### src/rtl/elevator_pkg.sv
`default_nettype none
// ============================================================================
// Module : elevator_pkg
// Brief  : Shared types and constants for the elevator movement timebase.
// Rev    : 1.0  initial release
// ============================================================================
package elevator_pkg;

  // Timebase controller states
  typedef enum logic [0:0] {
    ST_RUN  = 1'b0,
    ST_HOLD = 1'b1
  } state_e;

  // Default floor-to-floor periods in clk cycles
  localparam int MOVE_TIME_DEF = 10;
  localparam int FAST_TIME_DEF = 5;

  // Call buttons pull low when pressed
  localparam logic BTN_ACTIVE = 1'b0;

endpackage
`default_nettype wire

### src/rtl/btn_sync_edge.sv
`default_nettype none
// ============================================================================
// Module : btn_sync_edge
// Brief  : Per-bit 2-FF synchroniser and press-edge detector for raw,
//          asynchronous call buttons. One-cycle pulse per press; a held
//          button does not re-trigger.
// Rev    : 1.0  initial release
// ============================================================================
module btn_sync_edge
  import elevator_pkg::*;
#(
  parameter int NUM_BTN = 3
) (
  input  logic               clk,
  input  logic               rst_n,
  input  logic [NUM_BTN-1:0] btn_raw,
  output logic [NUM_BTN-1:0] fall
);

  localparam logic c_idle = ~BTN_ACTIVE;

  for (genvar i = 0; i < NUM_BTN; i++) begin : g_bit
    logic r_sync1;
    logic r_sync2;
    logic r_prev;

    // Two-stage synchroniser followed by a history flop for edge detection
    always_ff @(posedge clk or negedge rst_n) begin
      if (!rst_n) begin
        r_sync1 <= c_idle;
        r_sync2 <= c_idle;
        r_prev  <= c_idle;
      end else begin
        r_sync1 <= btn_raw[i];
        r_sync2 <= r_sync1;
        r_prev  <= r_sync2;
      end
    end

    assign fall[i] = (r_prev == c_idle) && (r_sync2 == BTN_ACTIVE);
  end

endmodule
`default_nettype wire

### src/rtl/move_tick_gen.sv
`default_nettype none
// ============================================================================
// Module : move_tick_gen
// Brief  : Floor-to-floor movement timebase. Emits a one-cycle move_tick and
//          toggles move_clk every period (normal or fast), freezes while an
//          emergency stop or overload is active, and restarts the period on
//          a call-button press while the cabin is stationary.
// Rev    : 1.0  initial release
// ============================================================================
module move_tick_gen
  import elevator_pkg::*;
#(
  parameter int NUM_BTN   = 3,
  parameter int CNT_W     = 26,
  parameter int MOVE_TIME = MOVE_TIME_DEF,
  parameter int FAST_TIME = FAST_TIME_DEF,
  parameter int TICK_W    = 8
) (
  input  logic               clk,
  input  logic               rst_n,
  input  logic [NUM_BTN-1:0] call_btn,
  input  logic               moving,
  input  logic               sos_mode,
  input  logic               weight_limit_exceeded,
  input  logic               fast_mode,
  output logic               move_tick,
  output logic               move_clk,
  output logic               halted,
  output logic [TICK_W-1:0]  tick_count,
  output logic [CNT_W-1:0]   cnt_dbg
);

  localparam logic [CNT_W-1:0]  c_move_p = CNT_W'(MOVE_TIME);
  localparam logic [CNT_W-1:0]  c_fast_p = CNT_W'(FAST_TIME);
  localparam logic [CNT_W-1:0]  c_cnt_one = CNT_W'(1);
  localparam logic [TICK_W-1:0] c_tick_one = TICK_W'(1);
  localparam logic [TICK_W-1:0] c_tick_max = {TICK_W{1'b1}};

  logic [NUM_BTN-1:0] w_fall;
  logic               w_press;
  logic               w_restart;
  logic               w_halt_req;
  logic               w_run_en;
  logic               w_terminal;
  logic [CNT_W-1:0]   w_period;

  state_e             r_state;
  state_e             w_state_next;
  logic [CNT_W-1:0]   r_cnt;
  logic [CNT_W-1:0]   r_period;
  logic               r_tick;
  logic               r_mclk;
  logic [TICK_W-1:0]  r_tick_cnt;

  btn_sync_edge #(
    .NUM_BTN (NUM_BTN)
  ) u_btn (
    .clk     (clk),
    .rst_n   (rst_n),
    .btn_raw (call_btn),
    .fall    (w_fall)
  );

  assign w_press    = |w_fall;
  assign w_restart  = w_press & ~moving;
  assign w_halt_req = sos_mode | weight_limit_exceeded;

  // Period selection is only re-evaluated at the start of a period
  assign w_period   = (r_cnt == '0) ? (fast_mode ? c_fast_p : c_move_p) : r_period;
  assign w_terminal = (r_cnt == (w_period - c_cnt_one));

  // State register
  always_ff @(posedge clk or negedge rst_n) begin
    if (!rst_n) r_state <= ST_RUN;
    else        r_state <= w_state_next;
  end

  // Next-state logic: hold while any halt request is present
  always_comb begin
    w_state_next = r_state;
    case (r_state)
      ST_RUN:  if (w_halt_req)  w_state_next = ST_HOLD;
      ST_HOLD: if (!w_halt_req) w_state_next = ST_RUN;
      default: w_state_next = ST_RUN;
    endcase
  end

  // State outputs: counting is allowed only when heading into RUN, so a halt
  // request freezes the counter in the same cycle it appears
  always_comb begin
    halted   = (r_state == ST_HOLD);
    w_run_en = (w_state_next == ST_RUN);
  end

  // Period counter, tick pulse, toggle clock and saturating tick counter
  always_ff @(posedge clk or negedge rst_n) begin
    if (!rst_n) begin
      r_cnt      <= '0;
      r_period   <= c_move_p;
      r_tick     <= 1'b0;
      r_mclk     <= 1'b0;
      r_tick_cnt <= '0;
    end else begin
      r_tick   <= 1'b0;
      r_period <= w_period;
      if (w_restart) begin
        r_cnt      <= '0;
        r_mclk     <= 1'b0;
        r_tick_cnt <= '0;
      end else if (w_run_en) begin
        if (w_terminal) begin
          r_cnt  <= '0;
          r_tick <= 1'b1;
          r_mclk <= ~r_mclk;
          if (r_tick_cnt != c_tick_max) r_tick_cnt <= r_tick_cnt + c_tick_one;
        end else begin
          r_cnt <= r_cnt + c_cnt_one;
        end
      end
    end
  end

  assign move_tick  = r_tick;
  assign move_clk   = r_mclk;
  assign tick_count = r_tick_cnt;
  assign cnt_dbg    = r_cnt;

endmodule
`default_nettype wire

### config.mk
export PLATFORM = sky130hd
export DESIGN_NAME = move_tick_gen
export DESIGN_NICKNAME = d
export VERILOG_FILES = /design/src/rtl/elevator_pkg.sv /design/src/rtl/btn_sync_edge.sv /design/src/rtl/move_tick_gen.sv
export SDC_FILE = /design/constraint.sdc
export NUM_CORES = 1
export LEC_CHECK = 0
export ABC_AREA = 1
export CAP_MARGIN = 40
export CORE_ASPECT_RATIO = 1.5
export CORE_UTILIZATION = 30
export DETAILED_ROUTE_END_ITERATION = 16
export PLACE_DENSITY = 0.54
export SLEW_MARGIN = 10
export SYNTH_ARGS = -nofsm -noshare
export SYNTH_HDL_FRONTEND = slang
export SYNTH_SLANG_ARGS = --single-unit
### constraint.sdc
create_clock -name clk -period 5.82 [get_ports clk]
set_input_delay 1.164 -clock clk [delete_from_list [all_inputs] [get_ports clk]]
set_output_delay 1.164 -clock clk [all_outputs]
set_load 0.02 [all_outputs]
==> results_dict.tcl, run 1 <==
set metrics [dict create \
    status "completed" \
    slew_violations 0 \
    htreeDepth 3 \
    grtUsageTotal_pct 17.9 \
    min_path_type "flop to flop" \
    critPathMaxFanout 19 \
    total_leakage_power_nw 2.82 \
    dp_cells 877 \
    antenna_cells 0 \
    drtIter0Drc 184 \
    ff2ff_path_depth 26 \
    core-area_um2 15100 \
    required_ns 6.05 \
    wl_per_cell_um 14.9 \
    grt_pass1_wl_mm 21.6 \
    ff2ff_setup_slack_ns 1.67 \
    io_buffers 45 \
    power.total_w 0.00189 \
    cp-start-kind "input pin" \
    ctsResizeCount 0 \
    r2r_start "cnt_dbg[0]" \
    post-route-period-util_pct 71.5 \
    fin_skew_ns 0.00725 \
    place_congestion 0.943 \
    syn2layout_area_growth_pct 20.7 \
    initial_utilization_pct 30.7 \
    antenna_found_initial 0 \
    yosys_warnings 0 \
    clkSinkCount 72 \
    rr_endpoint "move_clk" \
    dpl_worst_slack_ns 1.28 \
    rows 55 \
    cts_root_buf "clkbuf_16" \
    post-dp-hpwl_mm 10.5 \
    cts_buffers 9 \
    synth_edf_count 0 \
    fin_crit_ns 4.16 \
    die_width_um 103 \
    hp-start "u_btn.g_bit[2].r_sync1" \
    setup_ws_ns 1.66 \
    syn_avg_cell_area_um2 7.22 \
    ir_worst_vdd_uv 171 \
    synth.area.top_cells "dfrtp_1 33%, nand2_1 14%, xor2_1 6.6%" \
    netlist_top_cells_count "173 x nand2_1, 78 x inv_1, 72 x nor2_1" \
    drive_above_1_share_pct 12.2 \
    drtPass1Iterations 4 \
    hold_buffers 0 \
    synth_top_area_share_pct 33.0 \
    ant_nets 0 \
    grt-ovfl-total 0 \
    tns_ns 0 \
    slew_headroom_pct 57.7 \
    critical_path_arrival_ns 4.39 \
    grt_setup_unrepaired "false" \
    synthArstFlopShare_pct 100 \
    hold_slack_ns 0.357 \
    maxCapViolations 0 \
    clkLatencyLatePin_ns 0.34 \
    finalHoldViolCount 0 \
    ys_seq_area_share_pct 39.2 \
    multi_input_area_um2 2380 \
    totalWireLength_mm 13.3 \
    synth.most_common_cell "nand2_1" \
    synthesis.instances 641 \
    cts_max_path_buffers 2 \
    cts_setup_buffers 0 \
    grt_max_degree 46 \
    die-area_um2 15900 \
    max_freq_mhz 240 \
    worstMarginPinSlew_ns 0.630 \
    ys_ff_latch 72 \
    synth_cell_types 38 \
    seq_area_um2 1820 \
    synth_nets 654 \
    yosys_most_used_dff "dfrtp_1" \
    io_pins 46 \
    hold_depth 0 \
    critPathKind "input pin to flop" \
    synth_area_leader_cell "dfrtp_1" \
    vias_per_cell 4.75 \
    whs_endpoint "u_btn.g_bit[2].r_sync2" \
    setup_viol 0 \
    stdcell_count 893 \
    drc 0 \
    syn-cell-area_um2 4630 \
    cts_tree "yes" \
    clk_pin_slew_worst_paths_ns 0.06 \
    num_vias 4239 \
    grt_pass1_vias 4337 \
    power_density_nw_per_um2 339 \
    fin_nets 702 \
    endpoint_kind "flop" \
    fp.dieH_um 154 \
    fillers 1577 \
]
[how the worst max path moves through the flow]
stage	startpoint	to	slack, ns	depth (start not counted)
detailed placement	fast_mode	move_clk	1.28	20
CTS	cnt_dbg[0]	move_clk	1.59	26
global placement	fast_mode	move_clk	1.39	20
global route	cnt_dbg[0]	move_clk	1.13	26
finish	fast_mode	move_clk	1.66	20
floorplan	cnt_dbg[0]	cnt_dbg[14]	2.34	27
[stage by stage]
stage                     util, %  area, um2
final                        37.1       5590
after global routing         37.1       5590
after global placement       34.9       5260
after floorplan                 -       4630
after detailed placement     35.1       5280
after CTS                    37.1       5590
[layout make-up]
class | instances | area share, %
well taps | 199 | 4.46
flip-flops and latches | 72 | 32.5
repair buffers | 48 | 8.78
clock inverters | 7 | 1.39
clock buffers | 9 | 4.03
multi-input cells | 466 | 42.7
inverters | 92 | 6.18
[flip-flops by register name, summed over array words and instances, names as in the netlist]
name / cells
u_btn.g_bit.r_sync2: 3
tick_count: 8
move_tick: 1
u_btn.g_bit.r_sync1: 3
r_period: 26
cnt_dbg: 26
move_clk: 1
u_btn.g_bit.r_prev: 3
halted: 1
[power by group]
| group | switching [W] | total, W | internal (W) | leakage [nW] |
|---|---|---|---|---|
| clock network | 0.000236 | 0.000572 | 0.000337 | 0.147 |
| registers | 0.0000432 | 0.000594 | 0.000550 | 0.952 |
| logic | 0.000484 | 0.000729 | 0.000245 | 1.73 |
[placed cells by master (no fill, tap or decap), drive strengths merged]
cell type / n
o221ai: 1
o41ai: 4
nand3b: 2
nand4: 17
clkinv: 4
bufinv: 1
xor2: 35
nor4: 5
or2: 2
nand2: 185
dfrtp: 61
o21ai: 29
clkinvlp: 1
ha: 4
o32ai: 1
nor2: 85
o22ai: 3
a22oi: 1
nand3: 51
buf: 4
dfstp: 11
clkbuf: 9
or3: 1
nor3: 12
a21oi: 24
inv: 93
o21bai: 1
xnor2: 3
clkdlybuf4s50: 44
[layer usage]
layer | routed length, um | part of all wire, % | track usage (%) | vias up
met1 | 5080 | 38 | 19.6 | 1965
met5 | 0 | 0 | 0 | -
met4 | 775 | 5.8 | 11.0 | 0
li1 | - | - | - | 2133
met3 | 419 | 3.2 | 2.73 | 33
met2 | 7010 | 53 | 31.6 | 108
[logic make-up (layout without fill, tap and decap cells)]
kind of cell	count (synthesis)	in the layout	share of synthesized area [%]
AOI/OAI and AO/OA	64	64	8.81
adders and majority gates	4	4	1.08
xor gates and xnor gates	38	38	7.19
and+or+nand+nor	360	360	34.4
buffers and inverters	103	156	9.30
DFF	72	72	39.2
[worst max-delay path, cell delays in order]
cell	delay (ns)
clkdlybuf4s50_1	0.55
nand3_1	0.13
nand2_1	0.11
ha_1	0.21
nand2_1	0.08
nor2_2	0.25
nand2_2	0.14
nor2_1	0.21
nand2_1	0.11
nand3_1	0.10
nand3_1	0.07
nor2_1	0.14
nand3_1	0.09
nor2_1	0.09
nand2_1	0.11
nand2_2	0.29
buf_4	0.31
nand2_4	0.08
nand2_1	0.09
o21ai_2	0.05
No activity file was read; power rests on OpenSTA's default activity.
==> run 2, diff against run 1 <==
Settings changed: PLACE_DENSITY 0.54 to 0.56.
Clock period 5.82 ns to 3.7 ns, I/O delays scaled along.
==> run 2 against run 1 <==
  * Cell count up 4.1%
  * Flip-flop and latch count unchanged
  * Die area unchanged
  * Clock skew up 0.0016 ns
  * Clock-buffer cell count up 1
  * Cell area up 6.8%
  * Register-to-register slack worse by 1.4 ns
  * Hold slack worse by 0.012 ns
  * Combinational power up 98%
  * First-iteration DRC count down 22%
  * Critical path depth up 6
  * Critical endpoint unchanged
  * Largest cell class unchanged
  * Largest power group unchanged
  * Highest routed layer unchanged
==> results_dict.tcl, run 2 (synthesis gave the netlist of run 1 again) <==
set metrics [dict create \
    status "completed" \
    p_int_w 0.00203 \
    num_vias 4289 \
    core-area_um2 15100 \
    drive_above_1_share_pct 17.5 \
    fin_nets 739 \
    switching_share_pct 38.6 \
    endpoint_kind "flop" \
    post-route-period-util_pct 91.9 \
    cp-start-kind "flop" \
    finalHoldViolCount 0 \
    utilization_pct 39.6 \
    die-area_um2 15900 \
    fin_crit_ns 3.40 \
    rr_endpoint "move_clk" \
    final_common_cell "nand2_1" \
    ff2ff_path_depth 26 \
    fin_skew_ns 0.00888 \
    io_pins 46 \
    initial_utilization_pct 30.7 \
    maxCapViolations 0 \
    cts_max_path_buffers 2 \
    max_freq_mhz 294 \
    critical_path_arrival_ns 3.64 \
    power_density_nw_per_um2 555 \
    grtUsageTotal_pct 18.0 \
    clkLatencyLatePin_ns 0.34 \
    drc 0 \
    combPwrFrac_pct 43.6 \
    ir_worst_vdd_uv 294 \
    cts_root_buf "clkbuf_16" \
    grt_setup_unrepaired "false" \
    p_switching_w 0.00128 \
    fp.dieH_um 154 \
    slew_headroom_pct 61.9 \
    drtIter0Drc 143 \
    vias_per_cell 4.61 \
    critPathMaxFanout 17 \
    drtPass1Iterations 4 \
    wl_per_cell_um 14.4 \
    rows 55 \
    total_leakage_power_nw 3.02 \
    tns_ns 0 \
    min_path_type "input pin to asynchronous set/reset pin" \
    critPathKind "flop to flop" \
    place_congestion 0.863 \
    io_buffers 45 \
    syn2layout_area_growth_pct 28.9 \
    clock_power_share_pct 28.8 \
    clk_pin_slew_worst_paths_ns 0.06 \
    antenna_found_initial 0 \
    setup_viol 0 \
    layout_common_cells "171 x nand2_1, 78 x inv_1, 69 x nor2_1" \
    die_width_um 103 \
    antenna_cells 0 \
    grt_max_degree 42 \
    totalWireLength_mm 13.3 \
    cts_tree "yes" \
    seq_power_share_pct 27.6 \
    ff2ff_setup_slack_ns 0.30 \
    clkSinkCount 72 \
    grt_pass1_vias 4298 \
    slew_violations 0 \
    grt_pass1_wl_mm 21.4 \
    worstMarginPinSlew_ns 0.564 \
    grt-ovfl-total 0 \
    r2r_start "cnt_dbg[0]" \
    required_ns 3.94 \
    post-dp-hpwl_mm 10.6 \
    ant_nets 0 \
    htreeDepth 3 \
    cts_buffers 9 \
]
-- run 2: cell count changes in the layout (fill, tap and decap cells not counted), moves of 3 or more --
| cell | before | now |
|---|---|---|
| buf_12 | 0 | 3 |
| buf_4 | 3 | 38 |
| nor2_1 | 72 | 69 |
| nor2_4 | 3 | 7 |
-- run 2: metrics by stage --
| stage | total power [W] | cells | worst slack, ns | cell area, um2 | hold slack [ns] |
|---|---|---|---|---|---|
| 6_report | 0.00331 | 930 | 0.301 | 5970 | 0.345 |
| 5_1_grt | 0.00353 | 930 | 0.00511 | 5970 | 0.357 |
| 4_1_cts | 0.00330 | 930 | 0.0348 | 5900 | 0.358 |
| 3_5_place_dp | 0.00233 | 914 | 0.0365 | 5580 | 0.347 |
| 3_3_place_gp | 0.00233 | 913 | 0.0883 | 5560 | 0.347 |
| 2_1_floorplan | 0.00185 | 641 | 0.219 | 4630 | 0.345 |
-- run 2: worst max-delay path, stage by stage (launching register included) --
cell and delay, ns:
dfrtp_1 0.38, inv_1 0.11, ha_4 0.19, nand2_1 0.06, nor2_1 0.08, buf_4 0.13
nand3_1 0.09, nor2_1 0.20, nand2_1 0.07, nand2_1 0.10, ha_2 0.21, nand2_1 0.09
nor2_4 0.18, nand2_2 0.11, nor2_4 0.13, nand2_1 0.09, nand3_1 0.10, nand2_1 0.07
nor2_1 0.10, nand3b_1 0.09, nor2_1 0.12, nand2_2 0.11, nand2_4 0.11, buf_12 0.16
nand2_4 0.06, nand2_1 0.09, o21ai_2 0.05
-- run 2: power groups by stage --
stage          clock [W]  combinational [W]  sequential (W)
2_1_floorplan          0           0.000876        0.000979
3_3_place_gp           0            0.00140        0.000927
3_5_place_dp           0            0.00141        0.000926
4_1_cts         0.000974            0.00141        0.000915
5_1_grt          0.00101            0.00160        0.000922
6_report        0.000953            0.00144        0.000913
-- run 2: cell type report --
type,instances,area [um2]
sequential,72,1820
inverter,92,345
multi-input combinational,466,2450
tap,199,249
timing repair buffer,85,786
fill,1566,9100
clock inverter,6,92.6
clock buffer,10,229
-- run 2: worst max path at each step --
stage / from / slack, ns / end
floorplan: cnt_dbg[0] / 0.22 / cnt_dbg[14]
global placement: cnt_dbg[1] / 0.09 / move_clk
detailed placement: fast_mode / 0.04 / move_clk
CTS: cnt_dbg[0] / 0.03 / move_clk
global route: cnt_dbg[0] / 0.005 / cnt_dbg[2]
finish: cnt_dbg[0] / 0.30 / move_clk
-- run 2: layer usage --
metal  track usage [%]  wire length [um]
met4              9.46               609
met2              31.7              6990
met1              19.9              5280
met3              3.59               464
met5                 0                 0
-- run 2: timing repair --
action / CTS / global route
endpoints found under the setup margin: 0 / 36
endpoints found under the hold margin: 0 / 0
hold buffers: 0 / 0
gates resized for setup: 0 / 15
buffers inserted: 0 / 0
==> edit 1: new RTL, settings of run 1 <==
The parameter `TICK_W` goes from 8 to 10.
--- a/src/rtl/move_tick_gen.sv
+++ b/src/rtl/move_tick_gen.sv
@@ -16,3 +16,3 @@
   parameter int FAST_TIME = FAST_TIME_DEF,
-  parameter int TICK_W    = 8
+  parameter int TICK_W    = 10
 ) (
Ports: changed (resized tick_count); port bits go from 46 to 48. No check against the original RTL was run, so the function may have changed too.
==> edit 1 against run 1 <==
Area after synthesis grew 3.9%; final area grew 3.6%; largest cell class unchanged; routed wire length grew 7.8%; largest power group is now registers; sequential cell count grew 2; sequential share of layout area shrank 0.26 points; clock power shrank 4.0%; power shrank 14%; clock skew is essentially flat; worst setup slack lost 0.12 ns.
==> edit 1: results (changes against run 1) <==
metric;value;unit;change
Synth area leaders;dfrtp_1 (33%), nand2_1 (16%), nand3_1 (7.4%);;was dfrtp_1 (33%), nand2_1 (14%), xor2_1 (6.6%)
sequential area share after synthesis;38.79;%;was 39.22%
fill count;1677;;was 1577
Distinct cells, synth;39;;was 38
largest net degree at the start of global routing;52;;was 46
Post-DP HPWL;11.16;mm;was 10.53 mm
Core ar.;15630;um^2;was 15070 um^2
Commonest cells post-synth;nand2_1 (204), inv_1 (87), nor2_1 (79);;was nand2_1 (173), inv_1 (78), nor2_1 (72)
fraction of area in registers;32.24;%;was 32.50%
CP Class;flip-flop to flip-flop;;was primary input to flip-flop
status;finished clean;;unchanged
GP Congestion;0.8546;;was 0.9433
Gate Count Post-Synth;693;;was 641
CP Launch Point;cnt_dbg[0];;was fast_mode
XOR/XNOR Fraction of Synth Area;4.553;%;was 7.189%
num sequential;74;;was 72
final WL;14.33;mm;was 13.29 mm
Max VDD drop;0.1599;mV;was 0.1710 mV
first-pass GRT wire length;23.20;mm;was 21.58 mm
Placed Area;5500;um^2;was 5284 um^2
FF-to-FF path depth;25;;was 26
IO Port Bufs;47;;was 45
Adder-Cell Fraction of Synth Area;1.041;%;was 1.081%
wire per inst;15.03;um;was 14.88 um
Worst Clk Skew;0.006953;ns;was 0.007250 ns
met3 Usage GRT;3.230;%;was 2.727%
[edit 1: cell types whose count changed after synthesis, moves of 7 or more]
cell / run 1 / this run
nand2_1: 173 / 204
nor2_2: 10 / 21
nand3_1: 50 / 71
inv_1: 78 / 87
xor2_1: 35 / 23
nor2_1: 72 / 79
nor3_1: 12 / 23
a21oi_2: 10 / 0
nand4_1: 17 / 5
[edit 1: kinds of logic after synthesis]
group / after synthesis
simple gates: 429
buf+inv: 113
flops: 74
compound gates: 48
xor+xnor: 25
fa+ha+maj: 4
[edit 1: routing by layer]
metal,share of wire [%],up-vias
li1,-,2292
met1,41,2143
met2,51,99
met3,3.8,28
met4,4.1,0
met5,0,-
[edit 1: power by group through the flow]
stage,sequential (mW),clock [mW],combinational (mW)
floorplan,0.614,0,0.355
global placement,0.604,0,0.492
detailed placement,0.603,0,0.496
CTS,0.595,0.561,0.497
global route,0.600,0.583,0.558
finish,0.595,0.549,0.492
==> edit 2: new RTL, flow settings as in run 1 <==
Made on the original files. Register the inputs `call_btn`, `moving`, `sos_mode`, `weight_limit_exceeded` and `fast_mode` before use. The logic sees them one clock later.
--- a/src/rtl/move_tick_gen.sv
+++ b/src/rtl/move_tick_gen.sv
@@ -38,2 +38,16 @@
 
+  logic [NUM_BTN-1:0] call_btn_q;
+  logic moving_q;
+  logic sos_mode_q;
+  logic weight_limit_exceeded_q;
+  logic fast_mode_q;
+
+  always_ff @(posedge clk) begin
+    call_btn_q              <= call_btn;
+    moving_q                <= moving;
+    sos_mode_q              <= sos_mode;
+    weight_limit_exceeded_q <= weight_limit_exceeded;
+    fast_mode_q             <= fast_mode;
+  end
+
   logic [NUM_BTN-1:0] w_fall;
@@ -59,3 +73,3 @@
     .rst_n   (rst_n),
-    .btn_raw (call_btn),
+    .btn_raw (call_btn_q),
     .fall    (w_fall)
@@ -64,7 +78,7 @@
   assign w_press    = |w_fall;
-  assign w_restart  = w_press & ~moving;
-  assign w_halt_req = sos_mode | weight_limit_exceeded;
+  assign w_restart  = w_press & ~moving_q;
+  assign w_halt_req = sos_mode_q | weight_limit_exceeded_q;
 
   // Period selection is only re-evaluated at the start of a period
-  assign w_period   = (r_cnt == '0) ? (fast_mode ? c_fast_p : c_move_p) : r_period;
+  assign w_period   = (r_cnt == '0) ? (fast_mode_q ? c_fast_p : c_move_p) : r_period;
   assign w_terminal = (r_cnt == (w_period - c_cnt_one));
Check against the original RTL: not equivalent (a bounded check fails within 4 cycles, from zero or initial values and one cycle with rst_n low).
==> edit 2 against run 1 <==
Routed wire length increased by 7.5%; worst setup slack got worse by 0.34 ns; power increased by 8.2%; final area increased by 9.9%; sequential share of layout area decreased by 0.63 points; sequential power increased by 7.6%; area after synthesis increased by 11%; sequential cell count increased by 7; utilization decreased by 0.46 points.
==> edit 2: results (changes against run 1) <==
metric;value;unit;change
wire per inst;15.14;um;was 14.88 um
layout cells sized above 1;15.69;%;was 12.25%
Post-DP HPWL;11.40;mm;was 10.53 mm
All-Layer GR Usage;17.37;%;was 17.94%
Reg2Reg Setup Slack;1.32;ns;was 1.67 ns
Hold Path End;u_btn.g_bit[2].r_sync1;;was u_btn.g_bit[2].r_sync2
Worst Clk Skew;0.01175;ns;was 0.007250 ns
CP Max Fanout;51;;was 19
syn_nets;691;;was 654
CP max-delay cell;clkinv_2;;was clkdlybuf4s50_1
first-pass GRT wire length;23.27;mm;was 21.58 mm
GP Congestion;0.8526;;was 0.9433
fill count;1733;;was 1577
Async SR Flop Fraction;91.14;%;was 100.0%
DRT Pass-1 Iters;4;;unchanged
WP data arrival;4.78;ns;was 4.39 ns
PD cells;334.0;nW/um^2;was 339.2 nW/um^2
Max VDD drop;0.1656;mV;was 0.1710 mV
cell total after placement;927;;was 877
ant diodes;0;;unchanged
CP Launch Point;cnt_dbg[0];;was fast_mode
hold path startpoint;call_btn_q[2];;was u_btn.g_bit[2].r_sync1
Distinct cells, synth;44;;was 38
synthesized area per cell;7.599;um^2;was 7.222 um^2
largest net degree at the start of global routing;52;;was 46
Worst-Margin Slew;0.7860;ns;was 0.6301 ns
Starting DRT DRC Count;186;;was 184
Commonest cells post-synth;nand2_1 (186), inv_1 (74), nor2_1 (63);;was nand2_1 (173), inv_1 (78), nor2_1 (72)
Leak;2.996;nW;was 2.825 nW
CP Class;flip-flop to flip-flop;;was primary input to flip-flop
vias;4458;;was 4239
CP max stage delay;0.60;ns;was 0.55 ns
sequential area share after synthesis;37.96;%;was 39.22%
Placed Area;5806;um^2;was 5284 um^2
Final #Nets;741;;was 702
status;finished clean;;unchanged
[edit 2: changes by cell type in the layout (fill, tap and decap cells not counted), moves of 7 or more]
cell / delta
nand3_1: +9
a21oi_2: -10
nand2_1: +13
nor2_1: -9
dfxtp_1: +7
nor2_4: +24
a21oi_1: -11
[edit 2: cell families after synthesis]
group,share of synthesized area [%]
AND/OR/NAND/NOR,38.73
buffers and inverters,8.864
flip-flops,37.96
AO/OA/AOI/OAI,6.726
XOR/XNOR,6.751
adder cells (fa/ha/maj),0.9714
[edit 2: power breakdown]
group / switching, mW / total [mW] / internal, mW / leakage [nW]
combinational: 0.532 / 0.788 / 0.257 / 1.82
sequential: 0.0389 / 0.639 / 0.600 / 1.01
clock: 0.254 / 0.623 / 0.369 / 0.164
total: 0.825 / 2.05 / 1.22 / 3.00
[edit 2: through the flow]
stage / worst slack [ns] / hold WS [ns]
after detailed placement: 1.325 / 0.2870
after CTS: 1.303 / 0.3007
after global routing: 0.8251 / 0.3080
final: 1.317 / 0.2970
after global placement: 1.423 / 0.2864
after floorplan: 2.312 / 0.2839
[edit 2: final cells by class]
class / instances / share of cell area [%]
timing repair buffer: 48 / 7.992
tap: 210 / 4.281
clock buffer: 10 / 4.077
multi-input combinational: 496 / 44.65
sequential: 79 / 31.87
clock inverter: 6 / 1.325
inverter: 94 / 5.810
[edit 2: critical path: cells and delay by family (launching register included)]
kind	cells	cell delay, ns
and+or+nand+nor	21	2.53
DFF	1	0.39
adders and majority gates	2	0.44
buffers and inverters	2	0.73
AOI/OAI and AO/OA	1	0.31
[edit 2: per-layer routing]
metal / global-route usage (%) / wire length (um)
met1: 19.23 / 5718
met2: 31.25 / 7525
met3: 2.801 / 422
met4: 8.968 / 614
met5: 0 / 0
